===== src/rtl/sswfmcw_sweep_seq.sv =====
//==============================================================================
// Module   : sswfmcw_sweep_seq
// Purpose  : Chirp sweep sequencer for the SSWFMCW transmitter. Produces the
//            14-bit phase-increment word for the wave-generator accumulator and
//            steps it through UP -> HOLD_HI -> DOWN (triangle) or flyback
//            (sawtooth) -> HOLD_LO, frame by frame, under START/STOP control.
// Ports    : CK_i        system clock
//            XARST_i     asynchronous active-low reset
//            START_i     begin sweeping (level sampled, IDLE only)
//            STOP_i      stop at the next frame boundary (level sampled)
//            MODE_i      0 = triangle, 1 = sawtooth
//            ADD_MIN_i   lower increment limit (integer part)
//            ADD_MAX_i   upper increment limit (integer part)
//            STEP_i      slope per clock in 1/4096 increment units
//            HOLD_i      dwell at each end, lasts HOLD_i+1 cycles
//            ADDs_o      phase increment (integer part of accumulator)
//            DN_XUP_o    high in HOLD_HI, DOWN and HOLD_LO
//            SYNC_o      one-cycle pulse on the first UP cycle of each frame
//            BUSY_o      high whenever not IDLE
//            ERR_o       one-cycle pulse on a rejected configuration
//            FRM_CTRs_o  completed-frame count (wraps)
// Revision : 1.0 - initial release
//==============================================================================
`default_nettype none

module sswfmcw_sweep_seq #(
    parameter int C_HOLD_W = 16,
    parameter int C_FRM_W  = 16
) (
    input  logic                CK_i,
    input  logic                XARST_i,
    input  logic                START_i,
    input  logic                STOP_i,
    input  logic                MODE_i,
    input  logic [13:0]         ADD_MIN_i,
    input  logic [13:0]         ADD_MAX_i,
    input  logic [11:0]         STEP_i,
    input  logic [C_HOLD_W-1:0] HOLD_i,
    output logic [13:0]         ADDs_o,
    output logic                DN_XUP_o,
    output logic                SYNC_o,
    output logic                BUSY_o,
    output logic                ERR_o,
    output logic [C_FRM_W-1:0]  FRM_CTRs_o
);

    typedef enum logic [2:0] {
        ST_IDLE    = 3'd0,
        ST_UP      = 3'd1,
        ST_HOLD_HI = 3'd2,
        ST_DOWN    = 3'd3,
        ST_HOLD_LO = 3'd4
    } state_t;

    localparam logic [C_HOLD_W-1:0] HOLD_ONE = {{(C_HOLD_W-1){1'b0}}, 1'b1};
    localparam logic [C_FRM_W-1:0]  FRM_ONE  = {{(C_FRM_W-1){1'b0}}, 1'b1};

    state_t                state_q, state_d;
    logic [25:0]           acc_q, acc_d;       // {14 integer, 12 fraction}
    logic [13:0]           min_q, min_d;
    logic [13:0]           max_q, max_d;
    logic [11:0]           step_q, step_d;
    logic [C_HOLD_W-1:0]   hold_q, hold_d;
    logic                  mode_q, mode_d;
    logic [C_HOLD_W-1:0]   cnt_q, cnt_d;
    logic                  stop_pend_q, stop_pend_d;
    logic                  sync_q, sync_d;
    logic                  err_q, err_d;
    logic [C_FRM_W-1:0]    frm_q, frm_d;

    // Compares are done one bit wider than the accumulator so ACC+STEP and
    // MINF+STEP can never wrap.
    logic        cfg_ok;
    logic [26:0] minf, maxf, step27, nxt_up, minf_plus;

    always_comb begin
        cfg_ok    = (ADD_MIN_i < ADD_MAX_i) && (STEP_i != 12'h000);
        minf      = {1'b0, min_q, 12'h000};
        maxf      = {1'b0, max_q, 12'h000};
        step27    = {15'h0000, step_q};
        nxt_up    = {1'b0, acc_q} + step27;
        minf_plus = minf + step27;
    end

    always_comb begin
        state_d     = state_q;
        acc_d       = acc_q;
        min_d       = min_q;
        max_d       = max_q;
        step_d      = step_q;
        hold_d      = hold_q;
        mode_d      = mode_q;
        cnt_d       = cnt_q;
        stop_pend_d = stop_pend_q;
        sync_d      = 1'b0;
        err_d       = 1'b0;
        frm_d       = frm_q;

        if (state_q != ST_IDLE && STOP_i) begin
            stop_pend_d = 1'b1;
        end

        case (state_q)
            ST_IDLE: begin
                acc_d       = 26'd0;
                stop_pend_d = 1'b0;
                if (START_i) begin
                    if (cfg_ok) begin
                        min_d   = ADD_MIN_i;
                        max_d   = ADD_MAX_i;
                        step_d  = STEP_i;
                        hold_d  = HOLD_i;
                        mode_d  = MODE_i;
                        acc_d   = {ADD_MIN_i, 12'h000};
                        state_d = ST_UP;
                        sync_d  = 1'b1;
                    end else begin
                        err_d = 1'b1;
                    end
                end
            end

            ST_UP: begin
                if (nxt_up >= maxf) begin
                    acc_d   = maxf[25:0];
                    cnt_d   = hold_q;
                    state_d = ST_HOLD_HI;
                end else begin
                    acc_d = nxt_up[25:0];
                end
            end

            ST_HOLD_HI: begin
                if (cnt_q == '0) begin
                    if (mode_q) begin
                        // Sawtooth flyback: jump straight to the low limit.
                        acc_d   = minf[25:0];
                        cnt_d   = hold_q;
                        state_d = ST_HOLD_LO;
                    end else begin
                        state_d = ST_DOWN;
                    end
                end else begin
                    cnt_d = cnt_q - HOLD_ONE;
                end
            end

            ST_DOWN: begin
                if ({1'b0, acc_q} <= minf_plus) begin
                    acc_d   = minf[25:0];
                    cnt_d   = hold_q;
                    state_d = ST_HOLD_LO;
                end else begin
                    acc_d = acc_q - {14'h0000, step_q};
                end
            end

            ST_HOLD_LO: begin
                if (cnt_q == '0) begin
                    // Frame boundary: count it, then stop or restart.
                    frm_d = frm_q + FRM_ONE;
                    if (stop_pend_q || STOP_i) begin
                        state_d     = ST_IDLE;
                        acc_d       = 26'd0;
                        stop_pend_d = 1'b0;
                    end else begin
                        min_d  = ADD_MIN_i;
                        max_d  = ADD_MAX_i;
                        step_d = STEP_i;
                        hold_d = HOLD_i;
                        mode_d = MODE_i;
                        if (cfg_ok) begin
                            acc_d   = {ADD_MIN_i, 12'h000};
                            state_d = ST_UP;
                            sync_d  = 1'b1;
                        end else begin
                            state_d     = ST_IDLE;
                            acc_d       = 26'd0;
                            stop_pend_d = 1'b0;
                            err_d       = 1'b1;
                        end
                    end
                end else begin
                    cnt_d = cnt_q - HOLD_ONE;
                end
            end

            default: begin
                state_d     = ST_IDLE;
                acc_d       = 26'd0;
                stop_pend_d = 1'b0;
            end
        endcase
    end

    always_ff @(posedge CK_i or negedge XARST_i) begin
        if (!XARST_i) begin
            state_q     <= ST_IDLE;
            acc_q       <= 26'd0;
            min_q       <= 14'd0;
            max_q       <= 14'd0;
            step_q      <= 12'd0;
            hold_q      <= '0;
            mode_q      <= 1'b0;
            cnt_q       <= '0;
            stop_pend_q <= 1'b0;
            sync_q      <= 1'b0;
            err_q       <= 1'b0;
            frm_q       <= '0;
        end else begin
            state_q     <= state_d;
            acc_q       <= acc_d;
            min_q       <= min_d;
            max_q       <= max_d;
            step_q      <= step_d;
            hold_q      <= hold_d;
            mode_q      <= mode_d;
            cnt_q       <= cnt_d;
            stop_pend_q <= stop_pend_d;
            sync_q      <= sync_d;
            err_q       <= err_d;
            frm_q       <= frm_d;
        end
    end

    // Outputs are direct decodes of registered state.
    assign ADDs_o     = acc_q[25:12];
    assign DN_XUP_o   = (state_q == ST_HOLD_HI) || (state_q == ST_DOWN) ||
                        (state_q == ST_HOLD_LO);
    assign BUSY_o     = (state_q != ST_IDLE);
    assign SYNC_o     = sync_q;
    assign ERR_o      = err_q;
    assign FRM_CTRs_o = frm_q;

endmodule

`default_nettype wire


===== config.mk =====
export PLATFORM = sky130hd
export DESIGN_NAME = sswfmcw_sweep_seq
export DESIGN_NICKNAME = d
export VERILOG_FILES = /design/src/rtl/sswfmcw_sweep_seq.sv
export SDC_FILE = /design/constraint.sdc
export NUM_CORES = 1
export LEC_CHECK = 0
export ABC_AREA = 1
export CAP_MARGIN = 10
export CORE_ASPECT_RATIO = 0.6
export CORE_MARGIN = 10
export CORE_UTILIZATION = 55
export CTS_BUF_LIST = sky130_fd_sc_hd__clkbuf_4
export DETAILED_ROUTE_END_ITERATION = 8
export HOLD_SLACK_MARGIN = 0.02
export PLACE_DENSITY = 0.77
export SKIP_CTS_REPAIR_TIMING = 1
export SYNTH_ARGS = -nofsm -noshare
export SYNTH_HDL_FRONTEND = slang
export SYNTH_SLANG_ARGS = --single-unit

===== constraint.sdc =====
create_clock -name CK_i -period 6.5 [get_ports CK_i]
set_clock_uncertainty 0.2 [all_clocks]
set_input_delay 0.65 -clock CK_i [delete_from_list [all_inputs] [get_ports CK_i]]
set_output_delay 0.65 -clock CK_i [all_outputs]
set_load 0.005 [all_outputs]

**Word-level counts from Yosys, hierarchy flattened**

Index checks and enable logic that the tools add are counted.

- Divide/modulo/power cells: 0
- Reductions and logical operators: 17
- Add/subtract/negate cells: 5
- Muxes and demuxes: 65
- Shift operators: 0
- Bitwise gates (word level): 0
- Multipliers: 0
- Order comparisons: 3
- Equal/unequal tests: 14

Operators with widths:

| cell | number |
|---|---|
| 2-to-1 mux 26 bit | 8 |
| 2-to-1 mux 16 bit | 9 |
| one-hot mux 26 bit (5 select lines) | 1 |
| 2-to-1 mux 14 bit | 8 |
| one-hot mux 16 bit (4 select lines) | 1 |
| one-hot mux 14 bit (2 select lines) | 2 |
| adder 26 x 12 -> 27 bit | 2 |
| 2-to-1 mux 12 bit | 4 |
| one-hot mux 16 bit (2 select lines) | 1 |
| >= comparator 27 x 26 -> 1 bit | 1 |
| less-or-equal comparator 26 x 27 -> 1 bit | 1 |
| subtractor 26 x 12 -> 26 bit | 1 |
| one-hot mux 12 bit (2 select lines) | 1 |
| 2-to-1 mux 3 bit | 7 |
| 2-to-1 mux 1 bit | 18 |
| inequality test 2 bit, second input constant | 9 |
| adder 16 x 1 -> 16 bit, second input constant | 1 |
| logical NOT 16 bit | 1 |
| subtractor 16 x 1 -> 16 bit, second input constant | 1 |
| one-hot mux 3 bit (5 select lines) | 1 |
| < comparator 14 bit | 1 |
| nonzero test 12 bit | 1 |
| AND reduction 5 bit | 2 |
| one-hot mux 1 bit (2 select lines) | 4 |
| other kinds (14) | 18 |

- Memories kept: 0
- Word-level logic and storage cells: 116
- Latch bits: 0
- Output and inout port bits: 34
- Flip-flop bits (word level): 121
- RAM bits: 0
- Memory bits (read-only): 0

**Depth between registers and ports, before layout**

Gate-level depths: netlist of run 1.

- Word-level depth: 7
- Mapped depth: 29

**Worst setup path before layout of run 1**

OpenSTA, ideal clock, no wires.

- Path type: register to register
- Start: register acc_q[11]
- End: register cnt_q[0]
- Period minus slack after synthesis: 3.617 ns
- Path slack: 2.883 ns
- Required time: 6.180 ns
- Stages on the path, launching flop included: 26
- Setup time: 0.120 ns
- Arrival time: 3.297 ns
- Path through: dfrtp_1 > ha_1 > buf_2 > inv_1 > nand2_1 > inv_1 > nand2_1 > nor3_1 > nand2_1 > nand2_1 > nand2_1 > xor2_1 > inv_1 > ha_1 > nand2_1 > nor3_1 > nand3_1 > nor2_1 > nand3_1 > nor2_2 > nand3_4 > nand3_4 > nand2_4 > buf_6 > nor2_1 > a21oi_2

- Cells in the longest elaborated chain, start to end: 4
- Elaborated cells between the ends (all ways): 6
- Classes of those cells: 1 x add/sub; 2 x order compare; 2 x eq/ne; 1 x reduce/logical

RTL lines:

| item | line | RTL |
|---|---|---|
| start, declared | 59 | `logic [25:0] acc_q, acc_d;` |
| start signal, assigned | 199 | `acc_q <= 26'd0;` |
| start signal, assigned | 212 | `acc_q <= acc_d;` |
| adder 26 x 12 -> 27 bit | 81 | `nxt_up = {1'b0, acc_q} + step27;` |
| >= comparator 27 x 26 -> 1 bit | 124 | `if (nxt_up >= maxf) begin` |
| inequality test 2 bit (no source line) | - |  |
| AND reduction 5 bit (no source line) * | - |  |
| end signal, assigned | 218 | `cnt_q <= cnt_d;` |
| end, declared | 65 | `logic [C_HOLD_W-1:0] cnt_q, cnt_d;` |

Mark *: on every way between the ends. The rest lies on a longest branch, timed or not.
A chain may end at the register's enable or synchronous reset.

**Worst setup path in the final report of run 1**

- Start: register step_q[11]
- End: register acc_q[4]

- Cells in the longest elaborated chain, start to end: 4
- Elaborated cells between the ends (all ways): 7
- Classes of those cells: 2 x add/sub; 2 x order compare; 3 x mux

RTL lines:

| item | line | RTL |
|---|---|---|
| start, declared | 62 | `logic [11:0] step_q, step_d;` |
| start signal, assigned | 215 | `step_q <= step_d;` |
| adder 26 x 12 -> 27 bit (on tied branches) | 82, 81 |  |
| less-or-equal comparator 26 x 27 -> 1 bit / >= comparator 27 x 26 -> 1 bit (equally long branches) | 149, 124 |  |
| 2-to-1 mux 26 bit (on tied branches) | 149, 124 |  |
| one-hot mux 26 bit (5 select lines) * | 103 | `case (state_q)` |

Marks and branches as above.

==> results of run 1 <==
## Yosys cell counts (all sizes together)
| cell | n |
|---|---|
| ha | 67 |
| o211ai | 4 |
| nor4 | 7 |
| a22oi | 2 |
| xor2 | 38 |
| a21boi | 1 |
| o31ai | 1 |
| nor3 | 18 |
| or2 | 1 |
| nor2 | 150 |
| nand3 | 115 |
| o311ai | 1 |
| xnor2 | 14 |
| buf | 49 |
| and2 | 1 |
| nand2 | 400 |
| nand4 | 25 |
| clkbuf | 11 |
| and3 | 1 |
| o21bai | 2 |
| o22ai | 3 |
| o221ai | 8 |
| nand3b | 1 |
| a211oi | 1 |
| dfrtp | 121 |
| o21a | 4 |
| fa | 2 |
| o21ai | 74 |
| mux2i | 11 |
| clkinv | 1 |
| a21oi | 82 |
| inv | 186 |
## kinds of logic (layout without fill, tap and decap cells)
family                     count (synthesis)  in the layout  synth area share
and+or+nand+nor                          719            719             0.324
xor gates and xnor gates                  52             52            0.0471
buffers and inverters                    247            320             0.110
adders and majority gates                 69             69            0.0907
muxes                                     11             11            0.0114
DFF                                      121            121             0.313
AOI/OAI and AO/OA                        183            183             0.105
## placed cells by master, fill, tap and decap left out, types with 10 or more instances in the layout
master / n
nand4_1: 23
nor2_1: 139
nand3_1: 111
clkdlybuf4s50_1: 93
clkbuf_4: 23
nor3_1: 11
inv_2: 10
o21ai_0: 59
xor2_1: 38
o21ai_1: 15
inv_1: 176
nand2_1: 391
a21oi_1: 76
xnor2_1: 14
ha_1: 67
dfrtp_1: 121
mux2i_1: 11
## layout make-up
class / count / share of cell area
clock buffers: 23 / 0.0158
well taps: 234 / 0.0268
inverters: 187 / 0.0643
repair buffers: 102 / 0.0918
clock inverters: 8 / 0.0112
flip-flops and latches: 121 / 0.278
multi-input cells: 1034 / 0.512
## metrics by stage
stage,hold slack [ns],setup WS (ns),utilization
5_1_grt,0.290,1.19,0.633
6_report,0.279,1.46,0.633
3_3_place_gp,0.260,1.74,0.616
4_1_cts,-0.0622,1.67,0.633
3_5_place_dp,0.258,1.76,0.616
2_1_floorplan,0.154,2.88,-
## metal layers
| layer | vias up | part of all wire | GRT usage |
|---|---|---|---|
| li1 | 4615 | - | - |
| met1 | 4356 | 0.48 | 0.379 |
| met2 | 463 | 0.40 | 0.354 |
| met3 | 50 | 0.11 | 0.0793 |
| met4 | 0 | 0.014 | 0.0612 |
| met5 | - | 0 | 0 |
## state kept, by name, summed over array words and instances, names as in the netlist
name         flops
cnt_q           16
mode_q           1
max_q           14
ERR_o            1
step_q          12
state_q          3
hold_q          16
min_q           14
FRM_CTRs_o      16
stop_pend_q      1
SYNC_o           1
acc_q           26
## worst register-to-register path, stage by stage (launching register included)
cell and delay, ns:
dfrtp_1 0.40, inv_1 0.12, ha_1 0.36, inv_1 0.21, nand2_1 0.11, inv_1 0.11, nand2_1 0.13, nor3_1 0.44
nand2_1 0.10, nand2_1 0.24, nand2_1 0.10, xor2_1 0.23, inv_1 0.08, ha_1 0.29, nand2_1 0.08, o21a_1 0.14
nand2_1 0.06, a21oi_1 0.15, nor2_1 0.10, nor2_4 0.34, nand2_2 0.30, nor2_1 0.36, nand2_1 0.14, o311ai_0 0.12
## how the worst max path moves through the flow
stage / start / to / slack (ns) / depth (start not counted)
after floorplan: acc_q[11]$_DFFE_PN0P_ / cnt_q[0]$_DFFE_PN0P_ / 2.88 / 25
after global placement: step_q[11]$_DFFE_PN0P_ / acc_q[4]$_DFFE_PN0P_ / 1.74 / 24
after detailed placement: step_q[11]$_DFFE_PN0P_ / cnt_q[1]$_DFFE_PN0P_ / 1.76 / 24
after CTS: step_q[11]$_DFFE_PN0P_ / acc_q[4]$_DFFE_PN0P_ / 1.67 / 24
after global routing: step_q[11]$_DFFE_PN0P_ / acc_q[4]$_DFFE_PN0P_ / 1.19 / 24
final: step_q[11]$_DFFE_PN0P_ / acc_q[4]$_DFFE_PN0P_ / 1.46 / 23
## report_power, final
part	total, mW	internal [mW]	switching [mW]
logic	3.29	1.09	2.20
registers	1.36	1.05	0.308
clock network	0.583	0.289	0.294
total	5.23	2.42	2.80
==> impl_metrics.tcl, run 1 <==
set metrics [dict create \
    place_hpwl_um 23900 \
    relSlewSlack 0.211 \
    vias 9484 \
    die_y_um 123 \
    crit_slowest_cell "nor3_1" \
    yosys-top-cells-area "dfrtp_1 (31%), nand2_1 (15%), ha_1 (8.7%)" \
    start_util 0.562 \
    fp.dieW_um 191 \
    nets 1593 \
    cts_tree "done" \
    post-route-period-util 0.776 \
    drt_iter0_drc 1115 \
    cts_buffer_depth 2 \
    path_max_fanout 16 \
    critPathArrivalTime_ns 5.28 \
    hold_end "FRM_CTRs_o[15]$_DFFE_PN0P_" \
    max_stage_delay_ns 0.44 \
    drc 0 \
    grt_max_degree 70 \
    syn_inst 1402 \
    antenna_found_initial 0 \
    regArea_sq_um 3030 \
    leakagePower_nw 5.75 \
    path_cells "inv_1, ha_1, inv_1, nand2_1, inv_1, nand2_1, nor3_1, nand2_1, nand2_1, nand2_1, xor2_1, inv_1, ha_1, nand2_1, o21a_1, nand2_1, a21oi_1, nor2_1, nor2_4, nand2_2, nor2_1, nand2_1, o311ai_0" \
    slew_viol_final 0 \
    core_area_sq_um 17200 \
    cts-buffers-inserted 17 \
    worst_pin_slew_ns 1.18 \
    cp_data_required_time_ns 6.74 \
    clk_latency_ns 0.57 \
    ios 95 \
    reg2reg_to "acc_q[4]$_DFFE_PN0P_" \
    hp-class "flip-flop to flip-flop" \
    yosysUniqueCellTypes 48 \
    rsz0062_at_grt "no" \
    dieArea_sq_um 23500 \
    synth_top_cell_area_share 0.313 \
    syn_nets 1532 \
    gp_congestion 1.03 \
    dr.pass1.iters 7 \
    grt_overflow_total 0 \
    syn_to_final_growth_pct 12.7 \
    maxCapViolations 0 \
    crit_buf_inv 4 \
    grt_pass1_vias 8722 \
    crit_family "simple AND/OR/NAND/NOR gates" \
    reg2reg_from "step_q[11]$_DFFE_PN0P_" \
    path_class "flip-flop to flip-flop" \
    status "finished clean" \
    reg2reg_slack_ns 1.46 \
    p_per_area_nw_per_um2 479 \
    ant_nets 0 \
    antenna_cells 0 \
    peakVddDrop_mv 0.334 \
    std_cell_rows 37 \
    fin_tns_setup_ns 0 \
    yosys_warnings 0 \
    grt_first_pass_wirelength_um 47500 \
    fin_crit_ns 5.04 \
    synth-seq-cells 121 \
    dpl-instance-area_sq_um 10600 \
    hold_viol 0 \
    drive_gt1_frac 0.0597 \
    syn_avg_cell_area_sq_um 6.90 \
    r2r_cells 23 \
    cts-root-buf "clkbuf_4" \
    wire_per_inst_um 17.7 \
    clk_pin_slew_worst_paths_ns 0.13 \
    postLayoutCellArea_sq_um 10900 \
    avgViaCountPerCell 5.55 \
    fmax_mhz 198 \
    critPathCaptureType "flip-flop" \
    worstHoldPathCells 1 \
    ys_seq_area_frac 0.313 \
    numPortBuffers 94 \
    setup_viol 0 \
    startpoint_type "flip-flop" \
    fin_cells 1709 \
    hold_start "FRM_CTRs_o[15]$_DFFE_PN0P_" \
    power.total_mw 5.23 \
    drt_wl_total_um 30300 \
    track_usage 0.257 \
    synth_area_sq_um 9680 \
    yosys.area.top_type "dfrtp_1" \
    clock-sinks 121 \
    crit_path_frequent_cell "nand2_1" \
    multi_input_area_sq_um 5590 \
    fillers 1606 \
    htree_levels 4 \
    dp.cells 1677 \
]
No activity file was read; power rests on OpenSTA's default activity.
==> run 2: changes to the inputs <==
--- a/config.mk
+++ b/config.mk
@@ -9,11 +9,11 @@
 export CAP_MARGIN = 10
 export CORE_ASPECT_RATIO = 0.6
 export CORE_MARGIN = 10
-export CORE_UTILIZATION = 55
+export CORE_UTILIZATION = 54
 export CTS_BUF_LIST = sky130_fd_sc_hd__clkbuf_4
 export DETAILED_ROUTE_END_ITERATION = 8
 export HOLD_SLACK_MARGIN = 0.02
-export PLACE_DENSITY = 0.77
+export PLACE_DENSITY = 0.79
 export SKIP_CTS_REPAIR_TIMING = 1
 export SYNTH_ARGS = -nofsm -noshare
 export SYNTH_HDL_FRONTEND = slang
==> constraint.sdc (replaced) <==
create_clock -name CK_i -period 4.1 [get_ports CK_i]
set_clock_uncertainty 0.2 [all_clocks]
set_input_delay 0.41 -clock CK_i [delete_from_list [all_inputs] [get_ports CK_i]]
set_output_delay 0.41 -clock CK_i [all_outputs]
set_load 0.005 [all_outputs]
==> run 2 against run 1 <==
  * Wire length up 3.3%
  * Core utilization up 4.2 points
  * Global-route usage down 0.11 points
  * Clock power up 52%
  * Sequential power up 54%
  * Die area up 1.6%
  * Register-to-register slack worse by 1.3 ns
  * Non-clock buffer count up 49
  * Sequential share of layout area down 1.9 points
  * Worst setup slack worse by 1.3 ns
  * Total power up 76%
  * Largest power group unchanged
==> impl_metrics.tcl, run 2 (synthesized netlist as in run 1, its figures left out) <==
set metrics [dict create \
    status "finished clean" \
    cts_buffer_depth 2 \
    grt_max_degree 73 \
    p_per_area_nw_per_um2 786 \
    critPathCaptureType "flip-flop" \
    grt_overflow_total 0 \
    slew_viol_final 0 \
    fin_crit_ns 3.92 \
    largest_register "acc_q" \
    htree_levels 4 \
    reg2reg_from "step_q[7]$_DFFE_PN0P_" \
    post-route-period-util 0.956 \
    ant_nets 0 \
    drive_gt1_frac 0.132 \
    vias 9979 \
    dp.cells 1709 \
    crit_start "step_q[7]$_DFFE_PN0P_" \
    dp_slack_ns -0.186 \
    wl_met3_um 4410 \
    grt_first_pass_wirelength_um 48000 \
    rsz0062_at_grt "yes" \
    leakagePower_nw 6.05 \
    core_area_sq_um 17400 \
    ios 95 \
    die_y_um 124 \
    fmax_mhz 255 \
    hold_viol 0 \
    place_hpwl_um 24200 \
    clk_pin_slew_worst_paths_ns 0.12 \
    gp_congestion 1.04 \
    fp.dieW_um 193 \
    clk_latency_ns 0.55 \
    setup_viol 0 \
    peakVddDrop_mv 0.386 \
    nets 1642 \
    avgViaCountPerCell 5.68 \
    drc 0 \
    fin_ws_ns 0.178 \
    maxCapViolations 0 \
    dieArea_sq_um 23900 \
    std_cell_rows 37 \
    worst_pin_slew_ns 0.637 \
    clock-sinks 121 \
    syn_to_final_growth_pct 21.2 \
    r2r_cells 26 \
    wl_met1_um 13900 \
    path_class "flip-flop to flip-flop" \
    fin_cells 1758 \
    drt_wl_total_um 31300 \
    dr.pass1.iters 6 \
    cts-buffers-inserted 17 \
    wl_met2_um 12700 \
    start_util 0.558 \
    numPortBuffers 94 \
    relSlewSlack 0.571 \
    startpoint_type "flip-flop" \
    grt_pass1_vias 8909 \
    drt_iter0_drc 1310 \
    wire_per_inst_um 17.8 \
    antenna_found_initial 0 \
    final_common_cell "nand2_1" \
    track_usage 0.255 \
    layout_common_cells "nand2_1 (381), inv_1 (170), nor2_1 (125), dfrtp_1 (120), nand3_1 (105)" \
    critPathArrivalTime_ns 4.21 \
    largest_reg_flops 26 \
    cts-root-buf "clkbuf_4" \
    routed.top_layer "met4" \
    path_max_fanout 14 \
    cts_tree "done" \
    power.total_mw 9.22 \
    hp-class "primary input to asynchronous set/reset pin" \
    cp_data_required_time_ns 4.39 \
]
-- run 2: path summary, 6_finish.rpt --
check / endpoint / slack (ns)
max in group asynchronous: acc_q[3]$_DFFE_PN0P_ / 2.63
setup / recovery: acc_q[22]$_DFFE_PN0P_ / 0.18
setup reg to reg: acc_q[22]$_DFFE_PN0P_ / 0.18
hold reg to reg: FRM_CTRs_o[15]$_DFFE_PN0P_ / 0.28
min in group CK_i: hold_q[5]$_DFFE_PN0P_ / 0.22
hold / removal: acc_q[21]$_DFFE_PN0P_ / 0.22
-- run 2: cell type report --
| class | instances | area (sq um) |
|---|---|---|
| fill | 1502 | 5630 |
| timing repair buffer | 151 | 1420 |
| sequential | 121 | 3030 |
| inverter | 187 | 702 |
| clock buffer | 19 | 143 |
| multi-input combinational | 1034 | 6010 |
| tap | 234 | 293 |
| antenna | 1 | 2.50 |
| clock inverter | 11 | 131 |
-- run 2: routing by layer --
layer	vias to the layer above	global-route usage
li1	4721	-
met1	4608	0.380
met2	610	0.348
met3	40	0.0812
met4	0	0.0579
met5	-	0
-- run 2: worst max-delay path, cell delays in order (launching register included) --
cell and delay (ns):
dfrtp_1 0.38, inv_1 0.09, ha_4 0.31, inv_2 0.07
nand2_4 0.09, inv_2 0.05, a21oi_4 0.19, nor2_1 0.09
nor2_2 0.15, nand2_4 0.10, nand2_2 0.09, xor2_2 0.18
inv_1 0.09, ha_4 0.28, nand4_1 0.11, nor2_1 0.11
nand3_1 0.08, nor2_1 0.10, nand3_1 0.10, nor2_2 0.19
nand3_4 0.14, buf_8 0.19, nand3_1 0.16, nand3_2 0.09
nand2_1 0.06, nand2_1 0.06, nand2_1 0.08
-- run 2: power by group --
part,leakage [nW],switching (mW),internal (mW),total [mW]
clock network,0.148,0.465,0.420,0.885
logic,4.39,3.94,2.30,6.24
registers,1.52,0.433,1.67,2.10
total,6.05,4.84,4.38,9.22
-- run 2: through the flow --
step	hold slack, ns	area, sq um	utilization	setup TNS, ns
after floorplan	-0.0856	9680	-	0
final	0.218	11700	0.676	0
after global routing	0.185	11700	0.676	-0.334
after CTS	-0.328	11200	0.643	-6.50
after detailed placement	0.258	10900	0.627	-4.15
after global placement	0.259	10900	0.627	-2.96
